File: config.mk
export PLATFORM = sky130hd
export DESIGN_NAME = reg_write_arbiter
export DESIGN_NICKNAME = d
export VERILOG_FILES = /design/src/rtl/reg_arb_pkg.sv /design/src/rtl/rr_arb2.sv /design/src/rtl/reg_write_arbiter.sv
export SDC_FILE = /design/constraint.sdc
export NUM_CORES = 1
export LEC_CHECK = 0
export CAP_MARGIN = 10
export CORE_MARGIN = 2
export CORE_UTILIZATION = 55
export CTS_CLUSTER_SIZE = 28
export DETAILED_ROUTE_END_ITERATION = 16
export GPL_TIMING_DRIVEN = 0
export PLACE_DENSITY = 0.81
export SETUP_SLACK_MARGIN = 0.5
export SLEW_MARGIN = 15
export SYNTH_ARGS = -nofsm -noshare
export SYNTH_HDL_FRONTEND = slang
export SYNTH_SLANG_ARGS = --single-unit
File: constraint.sdc
create_clock -name clk -period 6.2 [get_ports clk]
set_input_delay 1.86 -clock clk [delete_from_list [all_inputs] [get_ports clk]]
set_output_delay 1.86 -clock clk [all_outputs]
set_load 0.01 [all_outputs]
File: src/rtl/reg_arb_pkg.sv
// reg_arb_pkg: shared defaults and arbiter state encoding for reg_write_arbiter
package reg_arb_pkg;
   localparam int DEF_WIDTH = 16;
   localparam int DEF_AW    = 2;
   localparam int DEF_DEPTH = 1 << DEF_AW;
   localparam logic LAST_A = 1'b0;
   localparam logic LAST_B = 1'b1;
endpackage

File: src/rtl/rr_arb2.sv
// rr_arb2: combinational 2-way round-robin arbiter (bit 0 = A, bit 1 = B)
module rr_arb2
   import reg_arb_pkg::*;
(
   input  logic [1:0] req,
   input  logic       last,
   output logic [1:0] grant,
   output logic       next_last
);
   always_comb begin
      grant[0]  = req[0] & (~req[1] | (last == LAST_B));
      grant[1]  = req[1] & (~req[0] | (last == LAST_A));
      next_last = grant[1] ? LAST_B : grant[0] ? LAST_A : last;
   end
endmodule

File: src/rtl/reg_write_arbiter.sv
// reg_write_arbiter: register bank shared by two round-robin write ports and one
// registered read port with per-entry written flags
module reg_write_arbiter
   import reg_arb_pkg::*;
#(
   parameter int WIDTH = DEF_WIDTH,
   parameter int DEPTH = DEF_DEPTH,
   parameter int AW    = DEF_AW
) (
   input  logic             clk,
   input  logic             reset,
   input  logic             reqa,
   input  logic [AW-1:0]    addra,
   input  logic [WIDTH-1:0] dina,
   output logic             gnta,
   input  logic             reqb,
   input  logic [AW-1:0]    addrb,
   input  logic [WIDTH-1:0] dinb,
   output logic             gntb,
   input  logic             rd,
   input  logic [AW-1:0]    raddr,
   output logic [WIDTH-1:0] dout,
   output logic             rvalid,
   output logic             rerr,
   output logic             last
);
   logic [WIDTH-1:0] mem [DEPTH];
   logic [DEPTH-1:0] written;
   logic [1:0]       grant;
   logic             next_last;

   rr_arb2 u_arb (
      .req       ({reqb, reqa}),
      .last      (last),
      .grant     (grant),
      .next_last (next_last)
   );

   // Read samples pre-write contents, so a same-edge commit is seen one read later.
   always_ff @(posedge clk) begin
      if (reset) begin
         for (int i = 0; i < DEPTH; i++) mem[i] <= '0;
         written <= '0;
         gnta    <= 1'b0;
         gntb    <= 1'b0;
         rvalid  <= 1'b0;
         rerr    <= 1'b0;
         dout    <= '0;
         last    <= LAST_B;
      end else begin
         gnta   <= grant[0];
         gntb   <= grant[1];
         last   <= next_last;
         rvalid <= rd;
         rerr   <= rd & ~written[raddr];
         if (rd) dout <= mem[raddr];
         if (grant[0]) begin
            mem[addra]     <= dina;
            written[addra] <= 1'b1;
         end else if (grant[1]) begin
            mem[addrb]     <= dinb;
            written[addrb] <= 1'b1;
         end
      end
   end
endmodule

==> results by group <==
Critical path
  – Worst flop-to-flop path startpoint: last$_SDFFE_PP1N_
  – CP endpoint kind: register
  – R2R Setup Slk: 3960 ps
  – Critical Path End: mem[3][2]$_DFFE_PP_
  – Element type at the critical path start: input port
  – Worst Reg2Reg Path Length in Cells: 6
  – Data arrival time of the worst path: 3940 ps
  – Worst setup path category: input port to register
  – Req. time, crit path: 6270 ps
  – Crit-path max FO: 10
  – Startpoint of the worst setup timing path: reqa
  – Reg-to-reg critical path endpoint: mem[1][3]$_SDFFCE_PN0P_

Timing
  – Final total negative setup slack: 0 ps
  – Maximum clock frequency: 258 MHz
  – Final slew viol count: 0
  – Rel. slew slack: 0.606
  – RSZ-0062 raised after global routing: no
  – Slew at the pin with the worst max-slew slack: 590 ps
  – Clock tree skew after final layout: 9.35 ps
  – Number of setup violations in the final report: 0
  – Fin crit period: 3870 ps
  – Count of endpoints failing hold in the final timing report: 0
  – Fin crit share: 0.624

Final layout
  – Number of inserted filler cells in the final layout: 503
  – Post-route insts no fill: 490
  – Ant. Diodes: 0
  – Ratio of cells with drive above 1 in the final layout: 0.174
  – Layout net count: 429
  – Synthesis-to-finish area growth: 25.2%

Clocking
  – Sink Count: 89
  – Clock-pin transition on the worst setup and hold timing paths: 90 ps
  – Clk_lat worst skew: 360 ps
  – Number of buffers inserted by post-CTS setup repair: 0
  – TritonCTS clock tree: yes
  – Deepest clock path buffer count: 2
  – H-tree depth: 3
  – CTS Root Buffer Type: sky130_fd_sc_hd__clkbuf_8
  – Number of buffers added to fix hold violations after cts: 0
  – Num CTS Buffers: 9
  – Post-cts gate resize count: 0

Floorplan
  – Die Span X: 90.3 um
  – Standard-cell rows: 31
  – Ports placed on the boundary: 64
  – Core area: 7210 um2
  – Initial cell density of the core: 0.568
  – Die Footprint: 8150 um2
  – Die Y: 90.3 um

Logic synthesis
  – Number of nets produced by synthesis: 355
  – Top cells by count, synth: sky130_fd_sc_hd__edfxtp_1, sky130_fd_sc_hd__nor3_1, sky130_fd_sc_hd__nor2b_1
  – Synth Register Bits: 89
  – Yosys top cell by area: sky130_fd_sc_hd__edfxtp_1
  – Syn Inst Count: 312
  – Top cells by area, synth: sky130_fd_sc_hd__edfxtp_1, sky130_fd_sc_hd__dfxtp_1, sky130_fd_sc_hd__mux4_2
  – Portion of synthesized cell area occupied by the leading cell type: 0.469
  – YS warnings: 0
  – Most repeated cell in the gate-level netlist after synthesis: sky130_fd_sc_hd__edfxtp_1
  – Post-synthesis cell type count: 29
  – Netlist area before placement: 4100 um2
  – Count of flip-flops with a built-in enable after synthesis: 64
  – Proportion of synthesized chip area in sequential cells: 0.591
  – Post-synthesis average cell area: 13.1 um2
  – Top flip-flop cell by instance count after synthesis: sky130_fd_sc_hd__edfxtp_1
  – Fraction of registers with async set or reset after synthesis: 0

Global routing
  – Pin count of the biggest net entering global routing: 15
  – Wire length of the first global-routing pass: 15.4 mm
  – Global-route usage over all layers: 0.246
  – Number of global-route vias before repair: 3020
  – Global route total overflow: 0
  – Number of antenna violations at the first check in global routing: 0

Worst hold path
  – Path category of the worst min-delay check: register to register

Route
  – Vias per Instance: 5.88
  – Residual DRC: 0
  – Vias: 2879
  – Wire length after detailed routing: 9.53 mm
  – Final antenna-violating net count: 0
  – Number of optimization iterations in the first detailed-route pass: 4
  – Post-detailed-route wirelength per cell: 19.5 um
  – DRC marker count from the first detailed-route iteration: 325

Power and ir drop
  – Internal power component: 0.00106 W
  – Worst vdd rail ir drop: 0.153 mV
  – Total power per unit cell area: 270 nW/um2
  – Clock network power share: 0.345
  – Portion of total power attributed to sequential cells: 0.505
  – Combinational group share of total power: 0.150
  – Leakage dissipation: 1.93 nW
  – Sw Pwr: 0.000324 W
  – Switching fraction of total power: 0.234

Flow run
  – Number of max-capacitance violations reported: 0

Placed design
  – IO buf count: 59
  – Dpl cells: 474
  – Post-detailed-placement half-perimeter wirelength: 6.66 mm
  – Routability congestion estimate: 0.909

Outcome
  – Run status: finished, final reports clean
-- state kept, by name (all words and copies together), names as in the netlist --
register and flops:
mem 64, dout 16, written 4, gnta 1, gntb 1, last 1, rerr 1, rvalid 1
-- power by group through the flow --
| stage | combinational, W | clock [W] | sequential, W |
|---|---|---|---|
| 2_1_floorplan | 0.000113 | 0 | 0.000712 |
| 3_3_place_gp | 0.000192 | 0 | 0.000710 |
| 3_5_place_dp | 0.000205 | 0 | 0.000712 |
| 4_1_cts | 0.000206 | 0.000477 | 0.000699 |
| 5_1_grt | 0.000222 | 0.000500 | 0.000703 |
| 6_report | 0.000207 | 0.000477 | 0.000699 |
-- kinds of logic (layout without fill, tap and decap cells) --
family | after synthesis | after routing | share of synthesized area
DFF | 89 | 89 | 0.591
buffers and inverters | 49 | 128 | 0.0571
muxes | 33 | 33 | 0.133
and+or+nand+nor | 107 | 107 | 0.140
AOI/OAI and AO/OA | 34 | 34 | 0.0788
-- through the flow --
| stage | instance area, um2 | utilization | worst slack, ps | hold WS [ps] | power, W |
|---|---|---|---|---|---|
| 4_1_cts | 5130 | 0.711 | 2330 | 503 | 0.00138 |
| 5_1_grt | 5130 | 0.711 | 2210 | 524 | 0.00142 |
| 3_5_place_dp | 4890 | 0.677 | 1960 | 482 | 0.000917 |
| 2_1_floorplan | 4100 | - | 2470 | 476 | 0.000825 |
| 3_3_place_gp | 4810 | 0.667 | 1180 | 472 | 0.000902 |
| 6_report | 5130 | 0.711 | 2330 | 500 | 0.00138 |
-- worst max-delay path, stage by stage --
cell and delay [ps]:
sky130_fd_sc_hd__clkdlybuf4s50_1 540, sky130_fd_sc_hd__buf_2 250, sky130_fd_sc_hd__a32oi_2 280, sky130_fd_sc_hd__buf_2 290, sky130_fd_sc_hd__o21bai_2 480, sky130_fd_sc_hd__buf_8 220
-- worst min-delay path by stage --
| stage | to | startpoint | depth (start not counted) | slack, ps |
|---|---|---|---|---|
| finish | dout[8]$_SDFFE_PP0P_ | dout[8]$_SDFFE_PP0P_ | 2 | 500 |
| CTS | dout[2]$_SDFFE_PP0P_ | dout[2]$_SDFFE_PP0P_ | 2 | 500 |
| floorplan | written[1]$_SDFFE_PP0P_ | written[1]$_SDFFE_PP0P_ | 2 | 480 |
| global placement | dout[5]$_SDFFE_PP0P_ | dout[5]$_SDFFE_PP0P_ | 2 | 470 |
| detailed placement | dout[1]$_SDFFE_PP0P_ | dout[1]$_SDFFE_PP0P_ | 2 | 480 |
| global route | dout[15]$_SDFFE_PP0P_ | dout[15]$_SDFFE_PP0P_ | 2 | 520 |
-- layout make-up --
cell class,count,area (um2),area share
buffer,27,151,0.0295
clock buffer,10,138,0.0268
clock inverter,6,105,0.0205
inverter,22,82.6,0.0161
multi-input combinational,174,1460,0.284
sequential,89,2420,0.472
tap,99,124,0.0242
timing repair buffer,63,651,0.127
-- layout by cell type (no fill, tap or decap), drive strengths merged, types with 3 or more instances in the layout --
cell type	instances
nor2b	35
clkdlybuf4s50	59
buf	28
o21bai	4
a32oi	19
or4	3
nor2	17
clkbuf	13
bufinv	3
mux4	17
nor3	49
edfxtp	64
inv	22
dfxtp	25
mux2i	16
-- routing by layer --
layer,part of all wire,global-route usage,up-vias
met1,0.41,0.334,1405
met2,0.50,0.392,141
li1,-,-,1317
met5,0,0,-
met4,0.022,0.110,0
met3,0.069,0.0442,16
Power figures use the tool's default switching activity.
